## src/rtl/fpu_mult_arbiter_if.sv

```systemverilog
// Bundle between the FPU requesters, the shared mantissa multiplier and
// the response consumer. The arbiter takes the slave view; the surrounding
// environment (requesters, multiplier core, consumer) takes the master view.
interface fpu_mult_arbiter_if #(
  parameter int unsigned NREQ  = 4,
  parameter int unsigned WIDTH = 6
);
  localparam int unsigned ID_W = (NREQ > 1) ? $clog2(NREQ) : 1;
  localparam int unsigned P_W  = 2 * WIDTH;

  // requester side
  logic [NREQ-1:0]       req_valid;
  logic [NREQ-1:0]       req_ready;
  logic [NREQ*WIDTH-1:0] req_a;
  logic [NREQ*WIDTH-1:0] req_b;

  // multiplier side
  logic                  mul_start;
  logic [WIDTH-1:0]      mul_a;
  logic [WIDTH-1:0]      mul_b;
  logic                  mul_done;
  logic [P_W-1:0]        mul_result;

  // response channel
  logic                  rsp_valid;
  logic                  rsp_ready;
  logic [ID_W-1:0]       rsp_id;
  logic [P_W-1:0]        rsp_result;
  logic                  rsp_err;

  modport master (
    output req_valid, req_a, req_b, mul_done, mul_result, rsp_ready,
    input  req_ready, mul_start, mul_a, mul_b,
           rsp_valid, rsp_id, rsp_result, rsp_err
  );

  modport slave (
    input  req_valid, req_a, req_b, mul_done, mul_result, rsp_ready,
    output req_ready, mul_start, mul_a, mul_b,
           rsp_valid, rsp_id, rsp_result, rsp_err
  );
endinterface

```

## src/rtl/fpu_mult_arbiter.sv

```systemverilog
// Round-robin arbiter / sequencer sharing one iterative mantissa multiplier
// among NREQ FPU requesters. One transaction at a time:
// IDLE (grant) -> ISSUE (start pulse) -> WAIT (for done) -> RESP (handshake).
// Optional feature macro: FPU_MULT_ARB_TIMEOUT_EN aborts a WAIT that lasts
// TIMEOUT cycles, answering with rsp_err=1 and a zero product.
module fpu_mult_arbiter #(
  parameter int unsigned NREQ    = 4,
  parameter int unsigned WIDTH   = 6,
  parameter int unsigned TIMEOUT = 31
) (
  input  logic               clk,
  input  logic               rstn,
  fpu_mult_arbiter_if.slave  bus
);

  localparam int unsigned ID_W = (NREQ > 1) ? $clog2(NREQ) : 1;
  localparam int unsigned P_W  = 2 * WIDTH;

  localparam logic [1:0] ST_IDLE  = 2'd0;
  localparam logic [1:0] ST_ISSUE = 2'd1;
  localparam logic [1:0] ST_WAIT  = 2'd2;
  localparam logic [1:0] ST_RESP  = 2'd3;

  logic [1:0]       state_q,      state_d;
  logic [ID_W-1:0]  last_grant_q, last_grant_d;
  logic [ID_W-1:0]  id_q,         id_d;
  logic [WIDTH-1:0] mul_a_q,      mul_a_d;
  logic [WIDTH-1:0] mul_b_q,      mul_b_d;
  logic             mul_start_q,  mul_start_d;
  logic             rsp_valid_q,  rsp_valid_d;
  logic [P_W-1:0]   rsp_result_q, rsp_result_d;
  logic             rsp_err_q,    rsp_err_d;

  logic             grant_found_c;
  logic [ID_W-1:0]  grant_id_c;
  logic [NREQ-1:0]  req_ready_c;
  logic [WIDTH-1:0] op_a_c [NREQ];
  logic [WIDTH-1:0] op_b_c [NREQ];

`ifdef FPU_MULT_ARB_TIMEOUT_EN
  localparam int unsigned CNT_W = $clog2(TIMEOUT + 1);
  logic [CNT_W-1:0] wait_cnt_q, wait_cnt_d;
`else
  // TIMEOUT only sizes the abort counter, which this build leaves out
  logic unused_timeout_c;
  assign unused_timeout_c = ^32'(TIMEOUT);
`endif

  // Unpack the flat operand buses into per-requester words
  for (genvar g = 0; g < NREQ; g++) begin : g_unpack
    assign op_a_c[g] = bus.req_a[g*WIDTH +: WIDTH];
    assign op_b_c[g] = bus.req_b[g*WIDTH +: WIDTH];
  end

  // Round-robin pick: first valid requester after the last one served
  always_comb begin
    int unsigned cand;
    cand          = 0;
    grant_found_c = 1'b0;
    grant_id_c    = '0;
    for (int unsigned k = 0; k < NREQ; k++) begin
      cand = (32'(last_grant_q) + 32'd1 + k) % NREQ;
      if (!grant_found_c && bus.req_valid[ID_W'(cand)]) begin
        grant_found_c = 1'b1;
        grant_id_c    = ID_W'(cand);
      end
    end
  end

  // Accept strobe: only the winner, only while idle
  always_comb begin
    req_ready_c = '0;
    if (state_q == ST_IDLE && grant_found_c) begin
      req_ready_c[grant_id_c] = 1'b1;
    end
  end

  // Held at zero while reset is asserted so no grant leaks out of reset
  assign bus.req_ready = rstn ? req_ready_c : '0;

  // Next-state and next-output logic
  always_comb begin
    state_d      = state_q;
    last_grant_d = last_grant_q;
    id_d         = id_q;
    mul_a_d      = mul_a_q;
    mul_b_d      = mul_b_q;
    mul_start_d  = 1'b0;
    rsp_valid_d  = rsp_valid_q;
    rsp_result_d = rsp_result_q;
    rsp_err_d    = rsp_err_q;
`ifdef FPU_MULT_ARB_TIMEOUT_EN
    wait_cnt_d   = wait_cnt_q;
`endif

    case (state_q)
      ST_IDLE: begin
        if (grant_found_c) begin
          id_d        = grant_id_c;
          mul_a_d     = op_a_c[grant_id_c];
          mul_b_d     = op_b_c[grant_id_c];
          mul_start_d = 1'b1;
          state_d     = ST_ISSUE;
        end
      end

      ST_ISSUE: begin
        state_d = ST_WAIT;
`ifdef FPU_MULT_ARB_TIMEOUT_EN
        wait_cnt_d = '0;
`endif
      end

      ST_WAIT: begin
        if (bus.mul_done) begin
          rsp_result_d = bus.mul_result;
          rsp_err_d    = 1'b0;
          rsp_valid_d  = 1'b1;
          state_d      = ST_RESP;
        end
`ifdef FPU_MULT_ARB_TIMEOUT_EN
        else if (wait_cnt_q == CNT_W'(TIMEOUT - 1)) begin
          rsp_result_d = '0;
          rsp_err_d    = 1'b1;
          rsp_valid_d  = 1'b1;
          state_d      = ST_RESP;
        end else begin
          wait_cnt_d = wait_cnt_q + CNT_W'(1);
        end
`endif
      end

      ST_RESP: begin
        if (bus.rsp_ready) begin
          rsp_valid_d  = 1'b0;
          last_grant_d = id_q;
          state_d      = ST_IDLE;
        end
      end

      default: state_d = ST_IDLE;
    endcase
  end

  // State and output registers
  always_ff @(posedge clk or negedge rstn) begin
    if (!rstn) begin
      state_q      <= ST_IDLE;
      last_grant_q <= ID_W'(NREQ - 1);
      id_q         <= '0;
      mul_a_q      <= '0;
      mul_b_q      <= '0;
      mul_start_q  <= 1'b0;
      rsp_valid_q  <= 1'b0;
      rsp_result_q <= '0;
      rsp_err_q    <= 1'b0;
    end else begin
      state_q      <= state_d;
      last_grant_q <= last_grant_d;
      id_q         <= id_d;
      mul_a_q      <= mul_a_d;
      mul_b_q      <= mul_b_d;
      mul_start_q  <= mul_start_d;
      rsp_valid_q  <= rsp_valid_d;
      rsp_result_q <= rsp_result_d;
      rsp_err_q    <= rsp_err_d;
    end
  end

`ifdef FPU_MULT_ARB_TIMEOUT_EN
  // WAIT-phase cycle counter for the abort path
  always_ff @(posedge clk or negedge rstn) begin
    if (!rstn) begin
      wait_cnt_q <= '0;
    end else begin
      wait_cnt_q <= wait_cnt_d;
    end
  end
`endif

  assign bus.mul_start  = mul_start_q;
  assign bus.mul_a      = mul_a_q;
  assign bus.mul_b      = mul_b_q;
  assign bus.rsp_valid  = rsp_valid_q;
  assign bus.rsp_id     = id_q;
  assign bus.rsp_result = rsp_result_q;
  assign bus.rsp_err    = rsp_err_q;

endmodule

```

## src/flat_wrapper.sv

```systemverilog
// flat-port wrapper written by rule: the top's interface ports become plain ports
module fpu_mult_arbiter_flat 
#(
  parameter int unsigned NREQ    = 4,
  parameter int unsigned WIDTH   = 6,
  parameter int unsigned TIMEOUT = 31
)
  (clk, rstn, bus_req_valid, bus_req_a, bus_req_b, bus_mul_done, bus_mul_result, bus_rsp_ready, bus_req_ready, bus_mul_start, bus_mul_a, bus_mul_b, bus_rsp_valid, bus_rsp_id, bus_rsp_result, bus_rsp_err);
  fpu_mult_arbiter_if #(.NREQ(NREQ), .WIDTH(WIDTH)) bus_i ();
  input  logic clk;
  input  logic rstn;
  input wire logic [$bits(bus_i.req_valid)-1:0] bus_req_valid;
  input wire logic [$bits(bus_i.req_a)-1:0] bus_req_a;
  input wire logic [$bits(bus_i.req_b)-1:0] bus_req_b;
  input wire logic [$bits(bus_i.mul_done)-1:0] bus_mul_done;
  input wire logic [$bits(bus_i.mul_result)-1:0] bus_mul_result;
  input wire logic [$bits(bus_i.rsp_ready)-1:0] bus_rsp_ready;
  output wire logic [$bits(bus_i.req_ready)-1:0] bus_req_ready;
  output wire logic [$bits(bus_i.mul_start)-1:0] bus_mul_start;
  output wire logic [$bits(bus_i.mul_a)-1:0] bus_mul_a;
  output wire logic [$bits(bus_i.mul_b)-1:0] bus_mul_b;
  output wire logic [$bits(bus_i.rsp_valid)-1:0] bus_rsp_valid;
  output wire logic [$bits(bus_i.rsp_id)-1:0] bus_rsp_id;
  output wire logic [$bits(bus_i.rsp_result)-1:0] bus_rsp_result;
  output wire logic [$bits(bus_i.rsp_err)-1:0] bus_rsp_err;
  assign bus_i.req_valid = bus_req_valid;
  assign bus_i.req_a = bus_req_a;
  assign bus_i.req_b = bus_req_b;
  assign bus_i.mul_done = bus_mul_done;
  assign bus_i.mul_result = bus_mul_result;
  assign bus_i.rsp_ready = bus_rsp_ready;
  assign bus_req_ready = bus_i.req_ready;
  assign bus_mul_start = bus_i.mul_start;
  assign bus_mul_a = bus_i.mul_a;
  assign bus_mul_b = bus_i.mul_b;
  assign bus_rsp_valid = bus_i.rsp_valid;
  assign bus_rsp_id = bus_i.rsp_id;
  assign bus_rsp_result = bus_i.rsp_result;
  assign bus_rsp_err = bus_i.rsp_err;
  fpu_mult_arbiter #(.NREQ(NREQ), .WIDTH(WIDTH), .TIMEOUT(TIMEOUT)) u_core (.clk(clk), .rstn(rstn), .bus(bus_i));
endmodule
```

## config.mk

```make
export PLATFORM = sky130hd
export DESIGN_NAME = fpu_mult_arbiter_flat
export DESIGN_NICKNAME = d
export VERILOG_FILES = /design/src/rtl/fpu_mult_arbiter_if.sv /design/src/rtl/fpu_mult_arbiter.sv /design/src/flat_wrapper.sv
export SDC_FILE = /design/constraint.sdc
export NUM_CORES = 1
export LEC_CHECK = 0
export CORE_MARGIN = 2
export CORE_UTILIZATION = 55
export DETAILED_ROUTE_END_ITERATION = 10
export DONT_BUFFER_PORTS = 1
export GPL_TIMING_DRIVEN = 0
export PLACE_DENSITY = 0.73
export REMOVE_ABC_BUFFERS = 1
export SLEW_MARGIN = 25
export SYNTH_ARGS = -nofsm -noshare
export SYNTH_HDL_FRONTEND = slang
export SYNTH_SLANG_ARGS = --single-unit
```

## constraint.sdc

```tcl
create_clock -name clk -period 3.5 [get_ports clk]
set_clock_uncertainty 0.15 [all_clocks]
set_input_delay 0.7 -clock clk [delete_from_list [all_inputs] [get_ports clk]]
set_output_delay 0.7 -clock clk [all_outputs]
set_load 0.005 [all_outputs]
```

# Yosys cells after proc, flatten, opt, wreduce, memory -nomap -nowiden
# Index checks and enable logic that the tools add are counted.
totals:
  ff_bits: 32
  word_cells: 76
  out_inout_bits: 33
  inputBits: 68
op_classes:
  n_addsub: 4
  magnitude_cmp: 7
  reduce_logical: 15
  mux: 35
  bitwise: 1
  eq_ne: 6
op_table:
  columns: ["cell", "n"]
  rows:
  - ["$bmux W6 S2", 2]
  - ["$mux W6", 4]
  - ["$lt A2 B3 Y1 const B", 5]
  - ["$mux W2", 7]
  - ["$mux W1", 13]
  - ["$bmux W1 S2", 4]
  - ["$mux W4", 2]
  - ["$pmux W2 S4", 1]
  - ["$reduce_and A2 Y1", 3]
  - ["$reduce_and A3 Y1", 2]
  - ["$logic_and A1 B1 Y1", 5]
  - ["$add A2 B1 Y2 const B", 2]
  - ["$add A2 B2 Y2 const B", 2]
  - ["$eq A2 B2 Y1 const B", 2]
  - ["$ne A2 B2 Y1 const B", 2]
  - ["$ge A3 B3 Y1 const B", 1]
  - ["$logic_not A1 Y1", 3]
  - ["$not A2 Y3", 1]
  - ["$demux W1 S2", 1]
  - ["$eq A2 B1 Y1 const B", 1]
  - ["$ge A2 B1 Y1 const B", 1]
  - ["$logic_not A2 Y1", 1]
  - ["$ne A2 B1 Y1 const B", 1]
  - ["$pmux W1 S2", 1]
  - ["$reduce_bool A2 Y1", 1]

# Depth between registers and ports, before layout
# Gate-level depths: netlist (run 1).
logic_depth:
  word_depth: 19
  mapped_depth: 9
  ltp_nobuf: 7

# Least setup slack after synthesis (run 1)
# Ideal clock, no wire load.
synth_timing:
  path_type: "input-to-output"
  startpoint: "input port bus_req_valid[3]"
  endpoint: "output port bus_req_ready[1]"
  arrival_time_ps: 1648
  path_stages: 6
  n_path_buf: 2
  slack_ps: 1002
  t_required_ps: 2650
  cell_sequence: "nor2b_1 a21oi_1 o221ai_1 buf_4 buf_6 nor3b_1"
synth_via:
  elab_chain_cells: 18
  word_cells_on_any_way: 30
  classes_between: "order compare (2); mux (20); reduce/logical (8)"
synth_lines:
  columns: ["element", "line_no", "source"]
  rows:
  - ["start: declaration", "flat_wrapper.sv:12", "input wire logic [$bits(bus_i.req_valid)-1:0] bus_req_valid;"]
  - ["$bmux W1 S2", "fpu_mult_arbiter.sv:63", "if (!grant_found_c && bus.req_valid[ID_W'(cand)]) begin"]
  - ["$mux W1 (not written as such)", "fpu_mult_arbiter.sv:63", null]
  - ["$mux W1", "fpu_mult_arbiter.sv:63", null]
  - ["$logic_not A1 Y1", "fpu_mult_arbiter.sv:63", null]
  - ["$logic_and A1 B1 Y1", "fpu_mult_arbiter.sv:63", null]
  - ["$mux W1", "fpu_mult_arbiter.sv:63", null]
  - ["$logic_not A1 Y1", "fpu_mult_arbiter.sv:63", null]
  - ["$logic_and A1 B1 Y1", "fpu_mult_arbiter.sv:63", null]
  - ["[... 2 more ...]", null, null]
  - ["$logic_and A1 B1 Y1", "fpu_mult_arbiter.sv:63", null]
  - ["$mux W2", "fpu_mult_arbiter.sv:63", null]
  - ["$lt A2 B3 Y1 (not written as such) or $ge A2 B1 Y1 (tied branches)", "fpu_mult_arbiter.sv:74", "req_ready_c[grant_id_c] = 1'b1;"]
  - ["$logic_and A1 B1 Y1 (not written as such)", "fpu_mult_arbiter.sv:74", null]
  - ["$mux W1 (not written as such)", "fpu_mult_arbiter.sv:74", null]
  - ["$demux W1 S2", null, null]
  - ["$mux W4 *", "fpu_mult_arbiter.sv:73", "if (state_q == ST_IDLE && grant_found_c) begin"]
  - ["$mux W4 *", "fpu_mult_arbiter.sv:79", "assign bus.req_ready = rstn ? req_ready_c : '0;"]
  - ["end: declaration", "flat_wrapper.sv:18", "output wire logic [$bits(bus_i.req_ready)-1:0] bus_req_ready;"]
# Every way passes the cells marked *; elsewhere a longest branch is shown, timed or not. The select of a mux whose other input is x is not followed.

# Worst setup path in the final report (run 1)
layout_timing:
  startpoint: "register u_core.state_q[0]"
  endpoint: "output port bus_req_ready[1]"
layout_via:
  elab_chain_cells: 4
layout_lines:
  columns: ["element", "line_no", "source"]
  rows:
  - ["start: declaration", "fpu_mult_arbiter.sv:24", "logic [1:0] state_q, state_d;"]
  - ["start signal: assignment", "fpu_mult_arbiter.sv:158", "state_q <= state_d;"]
  - ["$logic_not A2 Y1", "fpu_mult_arbiter.sv:73", null]
  - ["$logic_and A1 B1 Y1", "fpu_mult_arbiter.sv:73", null]
  - ["$mux W4", "fpu_mult_arbiter.sv:73", null]
  - ["$mux W4", "fpu_mult_arbiter.sv:79", null]
# Every way passes these cells.

==> qor.csv, run 1 <==
stage,metric,value,unit
outcome,status,completed,
clock_network,CTS H-Tree Depth,2,
worst_setup_path,CP Class,reg -> out,
route,DR WL/cell,18.8,um
min_path,worst hold path class,in -> async,
logic_synthesis,Post-Syn Instances,173,
route,routed via count,1340,
die,Ports,101,
worst_setup_path,Crit Path Max Fanout,29,
placed_design,"worst slack, placed",0.581,ns
sta,post-route setup slack,0.417,ns
placed_design,detailed-placement wirelength estimate,3.10,mm
die,CORE AREA,3310,sq um
worst_setup_path,CP max-delay cell,inv_2,
sta,f_max,324,MHz
global_routing,number of global-route vias before repair,1362,
sta,final max-slew violation count,0,
worst_setup_path,CP startpoint,u_core.state_q[0],
worst_setup_path,reg-to-reg setup timing slack,1.31,ns
cells_and_area,antenna cells,0,
logic_synthesis,Yosys reg bits,32,
worst_setup_path,WP data required,2.65,ns
cells_and_area,"commonest non-fill, non-tap cell in the layout",dfrtp_1,
worst_setup_path,crit-path max cell delay,0.43,ns
logic_synthesis,Syn Std Cell Area,1880,sq um
cells_and_area,Post-Layout Cell Count,218,
worst_setup_path,crit path cell chain,inv_1 -> ha_1 -> nand2b_2 -> inv_2 -> nand2_1 -> nor3b_1,
route,DRT Wirelength,4.09,mm
sta,Worst Tran Pin Value,0.688,ns
power_and_ir_drop,worst IR drop on VDD,0.391,mV
worst_setup_path,worst path buffer plus inverter count,2,
global_routing,first-pass GRT wire length,6.56,mm
die,Rows,21,
route,ANT nets after route,0,
global_routing,largest net degree at the start of global routing,31,
power_and_ir_drop,Leak,0.837,nW
sta,Slew headroom,54.2,%
cells_and_area,Final nets,242,
die,Die ar.,3900,sq um
logic_synthesis,"Seq/Total Area, Yosys",42.7,%
worst_setup_path,Critical R2R Launch,u_core.last_grant_q[0],
sta,final setup violation count,0,
route,vias per cell,6.15,
worst_setup_path,r2r endpoint,u_core.bus.mul_a[5],
route,drt drc,0,
logic_synthesis,Yosys Warn Count,0,
die,height of the die,62.5,um
global_routing,Tot GR Track Use,21.6,%
clock_network,cts repair resizes,0,
die,Die X,62.5,um
worst_setup_path,CP endpoint kind,output pin,
cells_and_area,area grow syn2layout,6.26,%
die,initial core utilization,56.8,%
route,Pre-Repair DR Iteration Count,4,
sta,fin crit share,88.1,%
power_and_ir_drop,power per cell area,878,nW/um^2
flow_run,Max-Cap Viols,0,
sta,aggregate negative setup slack,0,ns
clock_network,CTS Root Cell,clkbuf_4,
clock_network,CTS Buffer Depth,2,
cells_and_area,share of cells above drive strength 1,27.9,%
worst_setup_path,"delay-heaviest family, CP",simple AND/OR/NAND/NOR gates,
power_and_ir_drop,total power draw,1.75,mW
placed_design,Port Buffers,0,
clock_network,total CTS buffers,5,
cells_and_area,most frequent cells in the layout,"dfrtp_1 (30), nand3_1 (24), nand2_1 (23), mux2_2 (22), mux2i_1 (13)",
worst_setup_path,r2r worst-path depth,4,
global_routing,initial antenna violation count,0,
clock_network,CTS tree,yes,
placed_design,Placer Congestion,0.708,
sta,Final min period,3.08,ns
clock_network,Clock Pin Slew Worst Setup and Hold Paths,0.10,ns
clock_network,Clock Sink Count,32,
sta,Final Hold Violating Endpoints,0,
route,first-iteration detailed-routing DRC count,35,
global_routing,global-route congestion overflow total,0,
logic_synthesis,synthesized area per cell,10.9,sq um
worst_setup_path,Critical Path AT,2.23,ns
sta,RSZ-0062 raised after global routing,no,
clock_network,worst skew pair latency,0.33,ns
worst_setup_path,critical path launch point type,flip-flop,
logic_synthesis,Netlist cell types,35,
placed_design,Inst Count DP,209,
flip-flops by register name, summed over array words and instances (netlist names):
signal                 flops
u_core.state_q             2
u_core.bus.mul_b           6
u_core.bus.rsp_id          2
u_core.bus.mul_a           6
u_core.bus.rsp_valid       1
u_core.bus.rsp_result     12
u_core.last_grant_q        2
u_core.bus.mul_start       1
cell families (layout without fill, tap and decap cells):
kind of cell,after synthesis,in the layout,share of synthesized area (%)
simple gates,61,61,15.9
mux,39,39,22.5
flops,32,32,42.7
compound gates,22,22,11.5
buf+inv,15,14,5.13
fa+ha+maj,3,3,2.00
other cells,1,1,0.200
synthesized netlist by cell type, drive strengths merged:
master  instances  area (sq um)
a21oi           2          13.8
dfstp           2          52.6
o31ai           1          21.3
mux2           26           293
nand3          24           120
nor3            2          10.0
buf             9          73.8
nor4            1          6.26
ha              3          37.5
o221ai          1          8.76
o211ai         12           125
nor2b           3          18.8
a221oi          1          8.76
nand2b          3          21.3
dfrtp          30           751
nand2          24          92.6
or2             1          6.26
o21ai           2          10.0
inv             4          15.0
o32a            1          10.0
conb            1          3.75
o31a            1          10.0
nor3b           2          15.0
a22o            1          8.76
mux2i          13           130
clkbuf          2          7.51
and3b           1          8.76
per-layer routing:
layer	wire, um	GRT usage, %
met1	1500	23.4
met2	2250	39.8
met3	301	7.93
met4	40	5.00
met5	0	0
how the worst max path moves through the flow:
stage                     slack (ns)                to  cells after the start
after global routing            0.16  bus_req_ready[1]                      6
after CTS                       0.39  bus_req_ready[1]                      6
final                           0.42  bus_req_ready[1]                      6
after detailed placement        0.58  bus_req_ready[1]                      5
after floorplan                -0.21  bus_req_ready[1]                      4
after global placement         -0.64  bus_req_ready[1]                      4
area by class of cell:
cell class	count	area (sq um)
Clock buffer	6	41.3
Multi-Input combinational cell	126	997
Clock inverter	2	35.0
Sequential cell	32	803
Fill cell	300	1310
Inverter	4	15.0
Timing Repair Buffer	2	47.5
Tap cell	46	57.6
timing repair:
item	4_1_cts	5_1_grt
setup buffers	0	0
hold endpoints to repair	30	0
hold buffers	1	0
power breakdown:
part | internal [mW] | total, mW | switching [mW]
combinational | 0.350 | 0.756 | 0.406
sequential | 0.568 | 0.723 | 0.155
clock | 0.150 | 0.274 | 0.125
per-stage QoR:
stage	util, %	area, sq um	hold WS, ns
after floorplan	-	1800	0.254
after CTS	60.3	2000	0.0254
after global routing	60.3	2000	0.0199
after detailed placement	57.4	1900	0.255
final	60.3	2000	0.0222
after global placement	56.0	1860	0.255
Note: power is estimated with default switching activity, not from simulation.
==> run 2, diff against run 1 <==
Settings changed: SLEW_MARGIN 25 to 20.
==> qor.csv, run 2 (synthesis results as in run 1) <==
stage,metric,value,unit
global_routing,global-route congestion overflow total,0,
die,Die X,62.5,um
die,initial core utilization,56.8,%
die,height of the die,62.5,um
cells_and_area,cell area after layout,2000,sq um
worst_setup_path,critical path launch point type,flip-flop,
route,first-iteration detailed-routing DRC count,26,
sta,fin crit share,88.9,%
route,routed via count,1311,
placed_design,Port Buffers,0,
placed_design,Placer Congestion,0.708,
sta,aggregate negative setup slack,0,ns
worst_setup_path,CP Class,reg -> out,
placed_design,"worst slack, placed",0.556,ns
route,DRT Wirelength,4.05,mm
sta,Worst Tran Pin Value,0.686,ns
clock_network,Clock Pin Slew Worst Setup and Hold Paths,0.10,ns
cells_and_area,antenna cells,0,
route,drt drc,0,
die,CORE AREA,3310,sq um
worst_setup_path,Crit Path Max Fanout,29,
clock_network,post-CTS setup buffer count,0,
route,DR WL/cell,18.6,um
power_and_ir_drop,Leak,0.837,nW
clock_network,CTS H-Tree Depth,2,
cells_and_area,most frequent cells in the layout,"dfrtp_1 (30), nand3_1 (24), nand2_1 (23), mux2_2 (22), mux2i_1 (13)",
sta,Final Hold Violating Endpoints,0,
global_routing,number of global-route vias before repair,1379,
clock_network,cts repair resizes,0,
cells_and_area,share of cells above drive strength 1,27.9,%
outcome,status,completed,
clock_network,Clock Sink Count,32,
clock_network,CTS Root Cell,clkbuf_4,
clock_network,worst skew pair latency,0.34,ns
route,ANT nets after route,0,
cells_and_area,area grow syn2layout,6.26,%
placed_design,dpl cell area,1900,sq um
sta,Slew headroom,54.3,%
worst_setup_path,CP endpoint kind,output pin,
die,Ports,101,
global_routing,initial antenna violation count,0,
clock_network,total CTS buffers,5,
sta,final setup violation count,0,
sta,RSZ-0062 raised after global routing,no,
sta,final max-slew violation count,0,
cells_and_area,max FFs per register,12,
sta,f_max,321,MHz
sta,post-route setup slack,0.389,ns
die,Die ar.,3900,sq um
power_and_ir_drop,power per cell area,878,nW/um^2
global_routing,Tot GR Track Use,21.7,%
global_routing,gr busiest metal,met2,
cells_and_area,"commonest non-fill, non-tap cell in the layout",dfrtp_1,
global_routing,first-pass GRT wire length,6.53,mm
clock_network,CTS Buffer Depth,2,
global_routing,GRT met2 Usage,39.7,%
global_routing,GR Layer Usage met3,7.57,%
flow_run,Max-Cap Viols,0,
clock_network,hold buffers post-CTS,1,
worst_setup_path,Critical Path AT,2.26,ns
sta,Final min period,3.11,ns
power_and_ir_drop,worst IR drop on VDD,0.406,mV
global_routing,met1 usage,23.0,%
clock_network,CTS tree,yes,
placed_design,detailed-placement wirelength estimate,3.08,mm
route,Pre-Repair DR Iteration Count,4,
global_routing,largest net degree at the start of global routing,31,
min_path,worst hold path class,in -> async,
worst_setup_path,WP data required,2.65,ns
route,vias per cell,6.01,
cells_and_area,Final nets,242,
die,Rows,21,
==> run 2: cell counts in the layout (fill, tap and decap cells not counted) <==
Identical to the previous run, type by type.
==> run 2: path summary, 6_finish.rpt <==
check | start | to | slack, ns | depth (start not counted)
worst min-delay path | rstn | u_core.bus.rsp_result[8] | 0.02 | 1
worst min register to register | u_core.bus.mul_b[5] | u_core.bus.mul_b[5] | 0.38 | 2
min in group clk | bus_mul_result[7] | u_core.bus.rsp_result[7] | 0.35 | 1
max in group asynchronous | rstn | u_core.bus.mul_b[2] | 3.01 | 1
worst max register to register | u_core.last_grant_q[0] | u_core.bus.mul_b[2] | 1.31 | 4
worst max-delay path | u_core.state_q[0] | bus_req_ready[1] | 0.39 | 6
==> run 2: metal layers <==
metal	wire length [um]	share of wire, %
met3	282	7.0
met2	2220	55
met5	0	0
met1	1500	37
met4	54	1.3
==> run 2: final cells by class <==
type	count	area [sq um]
Fill cell	296	1310
Multi-Input combinational cell	126	997
Sequential cell	32	803
Tap cell	46	57.6
Timing Repair Buffer	2	47.5
Clock buffer	6	41.3
Clock inverter	2	35.0
Inverter	4	15.0
==> run 2: critical path, cell delays in order (launching register included) <==
cell      delay (ns)
dfrtp_1         0.42
inv_1           0.09
ha_1            0.20
nand2b_2        0.23
inv_2           0.43
nand2_1         0.20
nor3b_1         0.33
==> run 2: power by group <==
part	switching (mW)	internal, mW	total [mW]
registers	0.156	0.568	0.724
logic	0.401	0.350	0.751
clock network	0.128	0.150	0.278
==> run 2: through the flow <==
step,cells,total power [mW],hold WS [ns],utilization [%]
2_1_floorplan,162,1.29,0.254,-
3_3_place_gp,208,1.41,0.255,56.0
3_5_place_dp,209,1.49,0.255,57.4
4_1_cts,218,1.77,0.0189,60.3
5_1_grt,218,1.88,0.0152,60.3
6_report,218,1.75,0.0218,60.3
